==> config.mk <==
export PLATFORM = sky130hd
export DESIGN_NAME = approx_mul_err_monitor
export DESIGN_NICKNAME = d
export VERILOG_FILES = /design/src/rtl/approx_mul_err_monitor.sv
export SDC_FILE = /design/constraint.sdc
export NUM_CORES = 1
export LEC_CHECK = 0
export ABC_AREA = 0
export BUFFER_PORTS_ARGS = -buffer_cell sky130_fd_sc_hd__clkbuf_2
export CAP_MARGIN = 40
export CORE_MARGIN = 8
export CORE_UTILIZATION = 62
export CTS_BUF_LIST = sky130_fd_sc_hd__clkbuf_4 sky130_fd_sc_hd__clkbuf_8
export DETAILED_ROUTE_END_ITERATION = 12
export HOLD_SLACK_MARGIN = 0.1
export PLACE_DENSITY = 0.84
export SETUP_SLACK_MARGIN = 0.15
export SYNTH_ARGS = -nofsm -noshare
export SYNTH_HDL_FRONTEND = slang
export SYNTH_SLANG_ARGS = --single-unit
==> constraint.sdc <==
create_clock -name clk -period 2.9 [get_ports clk]
set_input_delay 0.145 -clock clk [delete_from_list [all_inputs] [get_ports clk]]
set_output_delay 0.145 -clock clk [all_outputs]
set_load 0.03 [all_outputs]
==> src/rtl/approx_mul_err_monitor.sv <==
// approx_mul_err_monitor
// Error-statistics stage placed behind an unsigned 8x8 approximate multiplier.
// Each accepted sample (x, y, z_apx) is checked against the exact product and
// folded into the run statistics: error count, sum of absolute error, and the
// maximum absolute error together with the operands that first produced it.
// Optional feature macro: MON_SQERR_EN adds a registered squaring stage and the
// sum_sq_err output (sum of squared absolute errors).
module approx_mul_err_monitor #(
  parameter int CNT_W = 17,
  parameter int SUM_W = 16 + CNT_W - 1
) (
  input  logic             clk,
  input  logic             rst_n,
  input  logic             start,
  input  logic [CNT_W-1:0] n_samples,
  input  logic             in_valid,
  output logic             in_ready,
  input  logic [7:0]       x,
  input  logic [7:0]       y,
  input  logic [15:0]      z_apx,
  output logic             busy,
  output logic             done,
  output logic [CNT_W-1:0] err_cnt,
  output logic [SUM_W-1:0] sum_abs_err,
  output logic [15:0]      max_abs_err,
  output logic [7:0]       max_x,
`ifdef MON_SQERR_EN
  output logic [2*16+CNT_W-2:0] sum_sq_err,
`endif
  output logic [7:0]       max_y
);

  localparam logic [1:0] ST_IDLE = 2'd0;
  localparam logic [1:0] ST_RUN  = 2'd1;
  localparam logic [1:0] ST_DONE = 2'd2;

  logic [1:0]       r_state;
  logic [CNT_W-1:0] r_nLat;
  logic [CNT_W-1:0] r_acceptCnt;

  logic             w_take;
  logic             w_startRun;
  logic             w_pipeBusy;
  logic             w_runDone;

  // Stage 1: captured operands and exact product
  logic             r_s1Valid;
  logic [7:0]       r_s1X;
  logic [7:0]       r_s1Y;
  logic [15:0]      r_s1Z;
  logic [15:0]      r_s1Exact;

  // Stage 2: absolute error
  logic             r_s2Valid;
  logic [7:0]       r_s2X;
  logic [7:0]       r_s2Y;
  logic [15:0]      r_s2Abs;

  logic [16:0]      w_diff;
  logic [15:0]      w_abs;

  // Signals presented to the accumulators by the last pipeline stage
  logic             w_finValid;
  logic [7:0]       w_finX;
  logic [7:0]       w_finY;
  logic [15:0]      w_finAbs;

  assign in_ready   = (r_state == ST_RUN) && (r_acceptCnt < r_nLat);
  assign busy       = (r_state == ST_RUN);
  assign done       = (r_state == ST_DONE);
  assign w_take     = in_valid && in_ready;
  assign w_startRun = start && ((r_state == ST_IDLE) || (r_state == ST_DONE));

  // 17-bit two's-complement difference; the sign bit selects negation and the
  // magnitude always fits in 16 bits because both operands are 16-bit unsigned.
  assign w_diff = {1'b0, r_s1Z} - {1'b0, r_s1Exact};
  assign w_abs  = w_diff[16] ? (~w_diff[15:0] + 16'd1) : w_diff[15:0];

`ifdef MON_SQERR_EN
  logic             r_s3Valid;
  logic [7:0]       r_s3X;
  logic [7:0]       r_s3Y;
  logic [15:0]      r_s3Abs;
  logic [31:0]      r_s3Sq;

  // The run may only finish once no sample is still travelling towards the accumulators
  assign w_pipeBusy = r_s1Valid || r_s2Valid;
  assign w_finValid = r_s3Valid;
  assign w_finX     = r_s3X;
  assign w_finY     = r_s3Y;
  assign w_finAbs   = r_s3Abs;

  // Stage 3: square the absolute error so the multiplier is off the accumulate path
  always_ff @(posedge clk or negedge rst_n) begin
    if (!rst_n) begin
      r_s3Valid <= 1'b0;
      r_s3X     <= '0;
      r_s3Y     <= '0;
      r_s3Abs   <= '0;
      r_s3Sq    <= '0;
    end else begin
      r_s3Valid <= r_s2Valid;
      r_s3X     <= r_s2X;
      r_s3Y     <= r_s2Y;
      r_s3Abs   <= r_s2Abs;
      r_s3Sq    <= {16'd0, r_s2Abs} * {16'd0, r_s2Abs};
    end
  end

  // Squared-error accumulator, cleared together with the other results
  always_ff @(posedge clk or negedge rst_n) begin
    if (!rst_n) begin
      sum_sq_err <= '0;
    end else if (w_startRun) begin
      sum_sq_err <= '0;
    end else if (w_finValid) begin
      sum_sq_err <= sum_sq_err + {{(CNT_W-1){1'b0}}, r_s3Sq};
    end
  end
`else
  // The run may only finish once no sample is still travelling towards the accumulators
  assign w_pipeBusy = r_s1Valid;
  assign w_finValid = r_s2Valid;
  assign w_finX     = r_s2X;
  assign w_finY     = r_s2Y;
  assign w_finAbs   = r_s2Abs;
`endif

  assign w_runDone = (r_state == ST_RUN) && (r_acceptCnt == r_nLat) && !w_pipeBusy;

  // Run control: IDLE/DONE wait for start, RUN ends when all samples are accounted for
  always_ff @(posedge clk or negedge rst_n) begin
    if (!rst_n) begin
      r_state <= ST_IDLE;
    end else begin
      case (r_state)
        ST_IDLE, ST_DONE: if (start) r_state <= ST_RUN;
        ST_RUN:           if (w_runDone) r_state <= ST_DONE;
        default:          r_state <= ST_IDLE;
      endcase
    end
  end

  // Run length is latched at start; the accept counter gates in_ready
  always_ff @(posedge clk or negedge rst_n) begin
    if (!rst_n) begin
      r_nLat      <= '0;
      r_acceptCnt <= '0;
    end else if (w_startRun) begin
      r_nLat      <= n_samples;
      r_acceptCnt <= '0;
    end else if (w_take) begin
      r_acceptCnt <= r_acceptCnt + {{(CNT_W-1){1'b0}}, 1'b1};
    end
  end

  // Stage 1: register the accepted sample and its exact product
  always_ff @(posedge clk or negedge rst_n) begin
    if (!rst_n) begin
      r_s1Valid <= 1'b0;
      r_s1X     <= '0;
      r_s1Y     <= '0;
      r_s1Z     <= '0;
      r_s1Exact <= '0;
    end else begin
      r_s1Valid <= w_take;
      if (w_take) begin
        r_s1X     <= x;
        r_s1Y     <= y;
        r_s1Z     <= z_apx;
        r_s1Exact <= {8'd0, x} * {8'd0, y};
      end
    end
  end

  // Stage 2: register the absolute error and the operands that produced it
  always_ff @(posedge clk or negedge rst_n) begin
    if (!rst_n) begin
      r_s2Valid <= 1'b0;
      r_s2X     <= '0;
      r_s2Y     <= '0;
      r_s2Abs   <= '0;
    end else begin
      r_s2Valid <= r_s1Valid;
      r_s2X     <= r_s1X;
      r_s2Y     <= r_s1Y;
      r_s2Abs   <= w_abs;
    end
  end

  // Result accumulators; a strictly larger error is needed to replace the maximum
  always_ff @(posedge clk or negedge rst_n) begin
    if (!rst_n) begin
      err_cnt     <= '0;
      sum_abs_err <= '0;
      max_abs_err <= '0;
      max_x       <= '0;
      max_y       <= '0;
    end else if (w_startRun) begin
      err_cnt     <= '0;
      sum_abs_err <= '0;
      max_abs_err <= '0;
      max_x       <= '0;
      max_y       <= '0;
    end else if (w_finValid) begin
      if (w_finAbs != 16'd0) begin
        err_cnt <= err_cnt + {{(CNT_W-1){1'b0}}, 1'b1};
      end
      sum_abs_err <= sum_abs_err + {{(SUM_W-16){1'b0}}, w_finAbs};
      if (w_finAbs > max_abs_err) begin
        max_abs_err <= w_finAbs;
        max_x       <= w_finX;
        max_y       <= w_finY;
      end
    end
  end

endmodule

Word-level counts from Yosys, hierarchy flattened
Cells that the tools add are included.
{ "word_totals": {"wordCells": 68, "out_inout_bits": 84, "reg_bits": 199} }
{ "op_classes": {"add_sub_neg": 5, "n_eq_ne": 5, "bitwise": 1, "n_mux": 20, "reduce_logical": 17, "multipliers": 1, "order_cmp": 2} }
{ "op_table": {"columns": ["op", "count"], "rows": [
  ["2-to-1 mux 17 bit", 5],
  ["2-to-1 mux 16 bit", 4],
  ["2-to-1 mux 32 bit", 2],
  ["2-to-1 mux 8 bit", 6],
  ["adder 17 x 1 -> 17 bit (second input constant)", 2],
  ["adder 32 x 16 -> 32 bit", 1],
  ["== test 17 bit", 1],
  ["< comparator 17 bit", 1],
  ["subtractor 16 x 16 -> 17 bit", 1],
  ["adder 16 x 1 -> 16 bit (second input constant)", 1],
  ["> comparator 16 bit", 1],
  ["multiplier 8 x 8 -> 16 bit", 1],
  ["inverter 16 bit", 1],
  ["nonzero test 16 bit", 1],
  ["nonzero test 2 bit", 4],
  ["AND reduction 2 bit", 3],
  ["logical AND 1 bit", 5],
  ["2-to-1 mux 2 bit", 2],
  ["case mux 2 bit (2 select lines)", 1],
  ["== test 2 x 1 -> 1 bit (second input constant)", 1],
  ["== test 2 bit (second input constant)", 1],
  ["zero test 2 bit", 1],
  ["inequality test 2 x 1 -> 1 bit (second input constant)", 1],
  ["inequality test 2 bit (second input constant)", 1],
  ["3 further kinds", 3]
]} }

Logic depth before layout (Yosys ltp)
Gate-level depths: netlist (run 1).
{ "depth": {"word_depth": 5, "depth_mapped": 17, "ltp_nobuf": 17} }

Worst setup path after synthesis (run 1)
Ideal clock, no wire load.
{ "synth_timing": {"kind": "input -> register", "startpoint": "input port x[2]", "endpoint": "register r_s1Exact[15]", "required_ns": 2.775, "path_buffers": 0, "setup_time_ns": 0.125, "setup_slack_ns": -1.104, "arrival_time_ns": 3.879, "cell_stages": 14, "cell_sequence": "and2_1 > fa_1 > fa_1 > fa_1 > inv_1 > fa_1 > inv_1 > ha_1 > or2_2 > a21oi_1 > a21oi_1 > nor4b_1 > nor3_1 > mux2_2"} }
{ "synth_via": {"elab_chain_cells": 1} }
{ "synth_lines": {"columns": ["element", "line", "text"], "rows": [
  ["start: declaration", "18", "input logic [7:0] x,"],
  ["multiplier 8 x 8 -> 16 bit", "171", "r_s1Exact <= {8'd0, x} * {8'd0, y};"],
  ["end signal: assignment", "171", null],
  ["end: declaration", "51", "logic [15:0] r_s1Exact;"]
]} }
No other way between the ends.
A chain may end at the register's enable or synchronous reset.

Worst setup path after layout (run 1)
Ends and elaborated chain as after synthesis.

==> results of run 1 <==
[layer usage]
metal	wire [um]	GRT usage	part of all wire
met4	2460	0.144	0.062
met1	14600	0.331	0.37
met2	19600	0.492	0.49
met5	0	0	0
met3	3120	0.0615	0.079
[sequential cells by signal, summed over array words and instances, names as in the netlist]
signal,cells
sum_abs_err,32
err_cnt,17
r_acceptCnt,17
r_nLat,17
max_abs_err,16
r_s1Exact,16
r_s1Z,16
r_s2Abs,16
max_x,8
max_y,8
r_s1X,8
r_s1Y,8
r_s2X,8
r_s2Y,8
r_state,2
r_s1Valid,1
r_s2Valid,1
[Yosys cell counts (all sizes together) (2+ instances only)]
cell     instances  area, sq um
nand3           65          325
a31oi           11         68.8
nor4            11         90.1
o211ai          13         97.6
nor2            74          278
or4              7         52.6
o31a             2         17.5
fa              38          761
o21ai           94          474
mux2            34          383
mux2i           21          210
a2111oi          3         45.1
a211oi           7         57.6
and4             4         35.0
o41ai            6         52.6
buf              9         43.8
ha             104         1300
o22ai            2         12.5
o31ai           12         95.1
inv            126          473
o21a            11         82.6
o311ai           6         52.6
and2            60          375
a21oi           47          239
o21bai           4         30.0
nand2b          13         81.3
nand4           13         81.3
xnor2           36          323
nand3b           4         30.0
nand2          113          424
and3            17          106
dfrtp          199         4980
nor2b           11         68.8
xor2            33          289
nor3            14         70.1
a31o             3         26.3
a41oi            2         17.5
clkbuf          35          131
a211o            3         26.3
or2              4         25.0
or3              4         25.0
a21o            21          158
[layout make-up]
class                           instances  share of cell area
Clock buffer                           17              0.0144
Clock inverter                         15             0.00954
Inverter                              126              0.0292
Multi-Input combinational cell        940               0.476
Sequential cell                       199               0.306
Tap cell                              270              0.0208
Timing Repair Buffer                  302               0.143
[power groups by stage]
stage / Combinational [mW] / Clock [mW] / Sequential [mW]
after detailed placement: 8.42 / 0 / 4.27
final: 10.9 / 1.81 / 4.28
after floorplan: 5.19 / 0 / 4.86
after global placement: 8.07 / 0 / 4.23
after CTS: 9.40 / 1.78 / 4.22
after global routing: 11.7 / 1.91 / 4.34
[kinds of logic (layout without fill, tap and decap cells)]
family / Yosys count / after routing / share of synthesized area
xor gates and xnor gates: 69 / 69 / 0.0484
DFF: 199 / 199 / 0.394
buffers and inverters: 170 / 460 / 0.0513
muxes: 55 / 55 / 0.0469
AOI/OAI and AO/OA: 255 / 255 / 0.129
adders and majority gates: 142 / 142 / 0.163
and+or+nand+nor: 419 / 419 / 0.167
[worst paths after layout]
path | from | to | slack, ns | cells after the start
hold reg to reg | r_s1X[2]$_DFFE_PN0P_ | r_s2X[2]$_DFF_PN0_ | 0.39 | 0
setup / recovery | x[2] | r_s1Exact[15]$_DFFE_PN0P_ | -0.66 | 16
max in group asynchronous | rst_n | r_s2X[0]$_DFF_PN0_ | 1.85 | 3
min in group clk | y[1] | r_s1Y[1]$_DFFE_PN0P_ | 0.26 | 3
setup reg to reg | r_s2Abs[0]$_DFF_PN0_ | sum_abs_err[28]$_DFFE_PN0P_ | -0.09 | 13
hold / removal | rst_n | sum_abs_err[21]$_DFFE_PN0P_ | 0.19 | 2
[stage by stage]
| step | area, sq um | util | power, mW | hold slack [ns] | worst slack [ns] |
|---|---|---|---|---|---|
| after floorplan | 12800 | - | 10.0 | -0.151 | -0.750 |
| after global placement | 14300 | 0.711 | 12.3 | 0.221 | -1.01 |
| after detailed placement | 14300 | 0.711 | 12.7 | 0.226 | -1.11 |
| after CTS | 15800 | 0.786 | 15.4 | 0.133 | -0.497 |
| after global routing | 16300 | 0.809 | 17.9 | 0.212 | -0.769 |
| final | 16300 | 0.809 | 17.0 | 0.195 | -0.657 |
[repair_timing]
item                       in CTS  in global routing
setup endpoints to repair      72                 77
resized for setup             102                 82
hold endpoints to repair      126                  0
hold buffers                   52                  0
cloned                          0                  1
pin swaps                      63                 54
setup buffers                  19                 13
==> results_dict.tcl, run 1 <==
set metrics [dict create \
    layout.nets 1781 \
    pwr-share-seq 0.252 \
    synth-seq-cells 199 \
    drc 0 \
    dpl.cell_count 1752 \
    tns_ns -5.15 \
    fp-row-count 52 \
    initial_utilization 0.628 \
    wl_per_cell_um 21.3 \
    cts_tree "built" \
    maxSlewHeadroom 0.483 \
    grt-ovfl-total 0 \
    crit_type "in2reg" \
    cp_max_fo 7 \
    clock.fmax_ghz 0.281 \
    synth_fp_nets 1504 \
    die_h_um 159 \
    pwr-share-clk 0.106 \
    grt_max_degree 77 \
    crit_chain "clkbuf_8 > and2_4 > fa_2 > fa_1 > inv_1 > fa_1 > fa_1 > inv_2 > ha_4 > o21ai_4 > a21oi_4 > o21ai_4 > a21oi_4 > and4_1 > nor3_2 > mux2_4" \
    drv_slew 0 \
    ant_nets 0 \
    cellInternalPower_mw 8.93 \
    combPwrFrac 0.642 \
    worstSetupStartpointType "input pin" \
    finClkSkew_ns 0.0214 \
    vias_per_cell 6.29 \
    numCtsBuffers 17 \
    antenna_cells 0 \
    clock_latency_ns 0.50 \
    globalplace.congestion 0.869 \
    synth_cells 1309 \
    fill_cells 1041 \
    swShare 0.474 \
    path_buf_inv 3 \
    final_cells 1869 \
    grt_pass1_wl_mm 59.0 \
    seq_area_frac_synth 0.394 \
    synth.distinct_cells 67 \
    clkTransAtPathRegs_ns 0.12 \
    period_share 1.23 \
    violations "setup timing" \
    drtIter0Drc 1237 \
    final_cell_mix "dfrtp_1, clkbuf_2, inv_1" \
    syn_area_sq_um 12600 \
    final_common_cell "dfrtp_1" \
    cp-end-kind "register" \
    register_area_sq_um 4980 \
    dpl.hpwl_mm 23.0 \
    dr.pass1.iters 6 \
    synth_ff_type "dfrtp_1" \
    maxCapViolCount 0 \
    synth-edff-count 0 \
    async_reset_ff_frac 1.00 \
    multi_input_area_sq_um 7740 \
    path_common_cell "fa_1" \
    hold_class "in2async" \
    cts.htree.levels 4 \
    pin_count 137 \
    power.leakage_nw 7.92 \
    period_needed_ns 3.56 \
    numPortBuffers 136 \
    area.growth.synth_to_final_pct 28.7 \
    p_sw_mw 8.04 \
    antenna_found_initial 0 \
    slowest_delay_ns 0.55 \
    synth_warnings 0 \
    grt_usage 0.285 \
    die-area_sq_um 25200 \
    die_w_um 159 \
    coreArea_sq_um 20100 \
    tightest_slew_ns 0.776 \
    drive_above_1_share 0.287 \
    clockBufferDepth 2 \
    finalWirelength_mm 39.8 \
    rsz0062_at_grt "true" \
    cts-root-buf "clkbuf_8" \
    layout_setup_ws_ns -0.657 \
    cts_sinks 199 \
    outcome "complete, but fails checks" \
    vias 11800 \
    cp.required_ns 3.29 \
    crit_slowest_cell "fa_1" \
    synth.avg_cell_area_sq_um 9.65 \
    critPathTopFamily "adder cells" \
    ir_worst_vdd_v 0.000567 \
    cp.arrival_ns 3.95 \
    finalSetupViolations 18 \
    first_global_vias 11700 \
    powerDensity_nw_per_um2 1040 \
    finalHoldViolations 0 \
]
Power figures use the tool's default switching activity.
==> run 2, diff against run 1 <==
--- a/config.mk
+++ b/config.mk
@@ -6,14 +6,14 @@
 export NUM_CORES = 1
 export LEC_CHECK = 0
 export ABC_AREA = 0
-export BUFFER_PORTS_ARGS = -buffer_cell sky130_fd_sc_hd__clkbuf_2
 export CAP_MARGIN = 40
 export CORE_MARGIN = 8
-export CORE_UTILIZATION = 62
+export CORE_UTILIZATION = 65
 export CTS_BUF_LIST = sky130_fd_sc_hd__clkbuf_4 sky130_fd_sc_hd__clkbuf_8
 export DETAILED_ROUTE_END_ITERATION = 12
+export DONT_BUFFER_PORTS = 1
 export HOLD_SLACK_MARGIN = 0.1
-export PLACE_DENSITY = 0.84
+export PLACE_DENSITY = 0.85
 export SETUP_SLACK_MARGIN = 0.15
 export SYNTH_ARGS = -nofsm -noshare
 export SYNTH_HDL_FRONTEND = slang
==> run 2 against run 1 <==
Utilization down 1.9 points. Setup slack better by 0.11 ns. Largest cell class unchanged. Register-to-register slack better by 0.19 ns. Wire length down 15%. Maximum frequency up 3.2%. Clock power up 6%. Sequential power up 13%. Flip-flop and latch count unchanged. The flow finishes with violations (hold timing, setup timing). Combinational power down 17%.
==> results_dict.tcl, run 2 (synthesis gave the netlist of run 1 again) <==
set metrics [dict create \
    cp.required_ns 3.28 \
    drtIter0Drc 892 \
    final_cell_area_sq_um 15200 \
    finClkSkew_ns 0.0227 \
    cp.arrival_ns 3.83 \
    wl_per_cell_um 19.8 \
    cts_sinks 199 \
    ant_nets 0 \
    hold_class "in2async" \
    fp-row-count 51 \
    grt_pass1_wl_mm 52.0 \
    die_h_um 155 \
    antenna_found_initial 1 \
    fin_hold_ws_ns -0.681 \
    pwr-share-seq 0.306 \
    power.leakage_nw 7.22 \
    drive_above_1_share 0.202 \
    rsz0062_at_grt "true" \
    largest_register "sum_abs_err" \
    powerDensity_nw_per_um2 1040 \
    crit_type "in2reg" \
    grt_usage 0.266 \
    cp_max_fo 9 \
    cellInternalPower_mw 8.44 \
    grt_use_met3 0.0569 \
    grt-ovfl-total 0 \
    globalplace.congestion 0.906 \
    met1_usage 0.330 \
    swShare 0.465 \
    cts-root-buf "clkbuf_8" \
    dr.pass1.iters 5 \
    cts_tree "built" \
    numPortBuffers 0 \
    met2_usage 0.448 \
    numCtsBuffers 17 \
    finalHoldViolations 199 \
    clockBufferDepth 2 \
    layout.nets 1633 \
    initial_utilization 0.656 \
    fill_cells 1146 \
    final_common_cell "dfrtp_1" \
    grt_max_degree 200 \
    dpl.hpwl_mm 21.6 \
    violations "hold timing, setup timing" \
    period_share 1.19 \
    clock.fmax_ghz 0.290 \
    maxSlewHeadroom 0.416 \
    vias_per_cell 6.12 \
    pre_cts_ws_ns -0.956 \
    cp-end-kind "register" \
    tightest_slew_ns 0.867 \
    drc 0 \
    pin_count 137 \
    combPwrFrac 0.572 \
    worstSetupStartpointType "input pin" \
    cts_hold_buf 51 \
    first_global_vias 10400 \
    grt.busiest_layer "met2" \
    place_area_sq_um 13600 \
    ir_worst_vdd_v 0.000588 \
    largest_reg_flops 32 \
    pwr-share-clk 0.122 \
    area.growth.synth_to_final_pct 20.5 \
    outcome "complete, but fails checks" \
    tns_ns -2.96 \
    clkTransAtPathRegs_ns 0.13 \
    period_needed_ns 3.45 \
    p_sw_mw 7.34 \
    die-area_sq_um 24200 \
    finalSetupViolations 9 \
    layout_setup_ws_ns -0.546 \
    maxCapViolCount 0 \
    clock_latency_ns 0.50 \
    coreArea_sq_um 19300 \
    vias 10500 \
    cts.htree.levels 4 \
    die_w_um 155 \
    drv_slew 0 \
    final_cell_mix "dfrtp_1, inv_1, nand2_1" \
    finalWirelength_mm 34.0 \
    total_power_mw 15.8 \
]
==> run 2: critical path, cell delays in order <==
cell and delay, ns:
and2_4 0.14, fa_1 0.51, fa_1 0.50, fa_1 0.53, inv_1 0.06, fa_1 0.52
inv_2 0.05, ha_4 0.21, or2_4 0.24, a21oi_2 0.18, a21oi_2 0.09, nor4b_2 0.29
nor3_1 0.09, mux2_4 0.26
==> run 2: repair_timing <==
item	in CTS	in global routing
buffers inserted	11	15
endpoints found under the setup margin	23	71
gates resized for setup	42	83
endpoints found under the hold margin	268	199
pin swaps	41	50
cloned	0	1
==> run 2: layout make-up <==
cell class,instances,area (sq um),area share
inverter,126,475,0.0312
antenna,1,2.50,0.000164
multi-input combinational,940,7610,0.500
tap,265,332,0.0218
clock buffer,19,255,0.0168
sequential,199,4980,0.327
timing repair buffer,154,1400,0.0918
clock inverter,13,173,0.0113
==> run 2: per-layer routing <==
layer	wire [um]	vias up
met1	13200	5129
met3	2650	112
met2	16800	485
met4	1260	0
met5	0	-
li1	-	4775
==> run 2: power by group through the flow <==
stage | Sequential [mW] | Combinational (mW) | Clock, mW
global placement | 4.82 | 7.17 | 0
detailed placement | 4.85 | 7.55 | 0
finish | 4.83 | 9.03 | 1.92
floorplan | 4.86 | 5.19 | 0
CTS | 4.80 | 8.02 | 1.93
global route | 4.91 | 9.78 | 2.06
==> run 2: per-stage QoR <==
step	std cells	util
finish	1717	0.790
floorplan	1309	-
global placement	1605	0.703
global route	1717	0.790
CTS	1700	0.764
detailed placement	1606	0.703
==> run 2: worst paths after layout <==
check	startpoint	to	slack [ns]	cells past startpoint
setup / recovery	x[7]	r_s1Exact[15]$_DFFE_PN0P_	-0.55	14
hold / removal	rst_n	sum_abs_err[21]$_DFFE_PN0P_	-0.68	0
setup reg to reg	r_s1Z[0]$_DFFE_PN0P_	r_s2Abs[15]$_DFF_PN0_	0.10	12
hold reg to reg	r_s1Y[4]$_DFFE_PN0P_	r_s2Y[4]$_DFF_PN0_	0.40	0
max in group asynchronous	rst_n	sum_abs_err[0]$_DFFE_PN0P_	3.22	0
min in group clk	x[0]	r_s1Exact[1]$_DFFE_PN0P_	0.09	4
==> run 3, diff against run 2 <==
--- a/config.mk
+++ b/config.mk
@@ -18,3 +18,4 @@
 export SYNTH_ARGS = -nofsm -noshare
 export SYNTH_HDL_FRONTEND = slang
 export SYNTH_SLANG_ARGS = --single-unit
+export TNS_END_PERCENT = 5
==> run 3 against run 2 <==
Design area fell by 3.4%. Global-route usage shrank 0.12 points. Flip-flop and latch count unchanged. Maximum frequency increased by 1.5%. Critical path depth did not move. Utilization is 2.7 points lower. First-iteration DRC count is 12% lower. Power fell by 5.7%. The run still ends with hold timing, setup timing left. Clock skew fell by 0.0046 ns.
==> results_dict.tcl, run 3 (synthesis gave the netlist of run 1 again) <==
set metrics [dict create \
    cp_max_fo 9 \
    grt_max_degree 200 \
    cp-end-kind "register" \
    finalSetupViolations 10 \
    drv_slew 0 \
    worstSetupStartpointType "input pin" \
    crit_type "in2reg" \
    outcome "complete, but fails checks" \
    critPathTopFamily "adder cells" \
    power.leakage_nw 6.98 \
    grt-ovfl-total 0 \
    cts_tree "built" \
    drc 0 \
    reg2reg_from "r_s1Z[0]$_DFFE_PN0P_" \
    final_common_cell "dfrtp_1" \
    drive_above_1_share 0.166 \
    cp-startpoint "x[4]" \
    die_w_um 155 \
    dpl.hpwl_mm 22.0 \
    largest_register "sum_abs_err" \
    initial_utilization 0.656 \
    crit_path_end "r_s1Exact[15]$_DFFE_PN0P_" \
    period_needed_ns 3.40 \
    cts_sinks 199 \
    layout_setup_ws_ns -0.496 \
    pre_cts_ws_ns -0.902 \
    ant_nets 0 \
    clkTransAtPathRegs_ns 0.12 \
    r2r_slack_ns -0.10 \
    crit_slowest_cell "fa_1" \
    tns_ns -2.74 \
    first_global_vias 10300 \
    slowest_delay_ns 0.56 \
    rsz0062_at_grt "true" \
    area.growth.synth_to_final_pct 16.4 \
    fin_hold_ws_ns -0.660 \
    maxSlewHeadroom 0.421 \
    vias_per_cell 6.06 \
    dr.pass1.iters 5 \
    fp-row-count 51 \
    post-route-util 0.763 \
    cp.arrival_ns 3.76 \
    cts_hold_buf 51 \
    crit_chain "and2_4 > fa_1 > fa_1 > fa_1 > inv_1 > fa_1 > inv_2 > ha_4 > or2_4 > a21oi_4 > a21oi_4 > nor4b_2 > nor3_1 > mux2_2" \
    globalplace.congestion 0.921 \
    die-area_sq_um 24200 \
    tightest_slew_ns 0.861 \
    ir_worst_vdd_v 0.000543 \
    die_h_um 155 \
    numCtsBuffers 17 \
    largest_reg_flops 32 \
    coreArea_sq_um 19300 \
    pin_count 137 \
    finClkSkew_ns 0.0182 \
    layout.nets 1604 \
    drtIter0Drc 784 \
    numPortBuffers 0 \
    finalHoldViolations 199 \
    cp.required_ns 3.27 \
    vias 10200 \
    r2r_end "r_s2Abs[15]$_DFF_PN0_" \
    path_buf_inv 2 \
    cts-root-buf "clkbuf_8" \
    clock.fmax_ghz 0.294 \
    grt_usage 0.265 \
    cts.htree.levels 4 \
    hold_class "in2async" \
    maxCapViolCount 0 \
    final_cell_mix "dfrtp_1, inv_1, nand2_1" \
    antenna_found_initial 1 \
    path_common_cell "fa_1" \
    clockBufferDepth 2 \
    finalWirelength_mm 32.1 \
    wl_per_cell_um 19.0 \
    crit_cells 14 \
    grt_pass1_wl_mm 51.8 \
    clock_latency_ns 0.48 \
    r2r_cells 12 \
    violations "hold timing, setup timing" \
    period_share 1.17 \
    powerDensity_nw_per_um2 1010 \
]
==> run 3: where the power goes <==
group,switching [mW],internal (mW)
registers,1.30,3.54
logic,4.52,3.70
clock network,1.08,0.733
total,6.91,7.97
==> run 3: cell type report <==
type | instances | area (sq um)
Clock buffer | 18 | 241
Inverter | 126 | 475
Tap cell | 265 | 332
Timing Repair Buffer | 125 | 1120
Antenna cell | 1 | 2.50
Sequential cell | 199 | 4980
Multi-Input combinational cell | 940 | 7410
Fill cell | 1237 | 4560
Clock inverter | 13 | 148
==> run 3: how the worst min path moves through the flow <==
stage / from / slack (ns) / cells past startpoint / end
after floorplan: rst_n / -0.15 / 0 / err_cnt[0]$_DFFE_PN0P_
after global placement: rst_n / -0.14 / 0 / sum_abs_err[25]$_DFFE_PN0P_
after detailed placement: rst_n / -0.14 / 0 / sum_abs_err[20]$_DFFE_PN0P_
after CTS: rst_n / -0.68 / 0 / sum_abs_err[20]$_DFFE_PN0P_
after global routing: rst_n / -0.70 / 0 / sum_abs_err[20]$_DFFE_PN0P_
final: rst_n / -0.66 / 0 / sum_abs_err[20]$_DFFE_PN0P_
==> run 3: routing by layer <==
| metal | global-route usage | routed length (um) | vias to the layer above |
|---|---|---|---|
| li1 | - | - | 4716 |
| met1 | 0.329 | 13000 | 5046 |
| met2 | 0.445 | 15900 | 373 |
| met3 | 0.0585 | 2160 | 90 |
| met4 | 0.105 | 1090 | 0 |
| met5 | 0 | 0 | - |
==> run 3: stage by stage <==
stage,area (sq um),power (mW),instances
2_1_floorplan,12700,9.99,1309
3_3_place_gp,13500,11.9,1600
3_5_place_dp,13500,12.3,1601
4_1_cts,14500,14.4,1684
5_1_grt,14700,15.9,1687
6_report,14700,14.9,1687
==> run 3: timing repair <==
| item | in CTS | in global routing |
|---|---|---|
| pin swaps | 30 | 33 |
| buffers inserted | 1 | 2 |
| resized for setup | 39 | 52 |
| endpoints found under the hold margin | 259 | 199 |
| endpoints found under the setup margin | 46 | 73 |
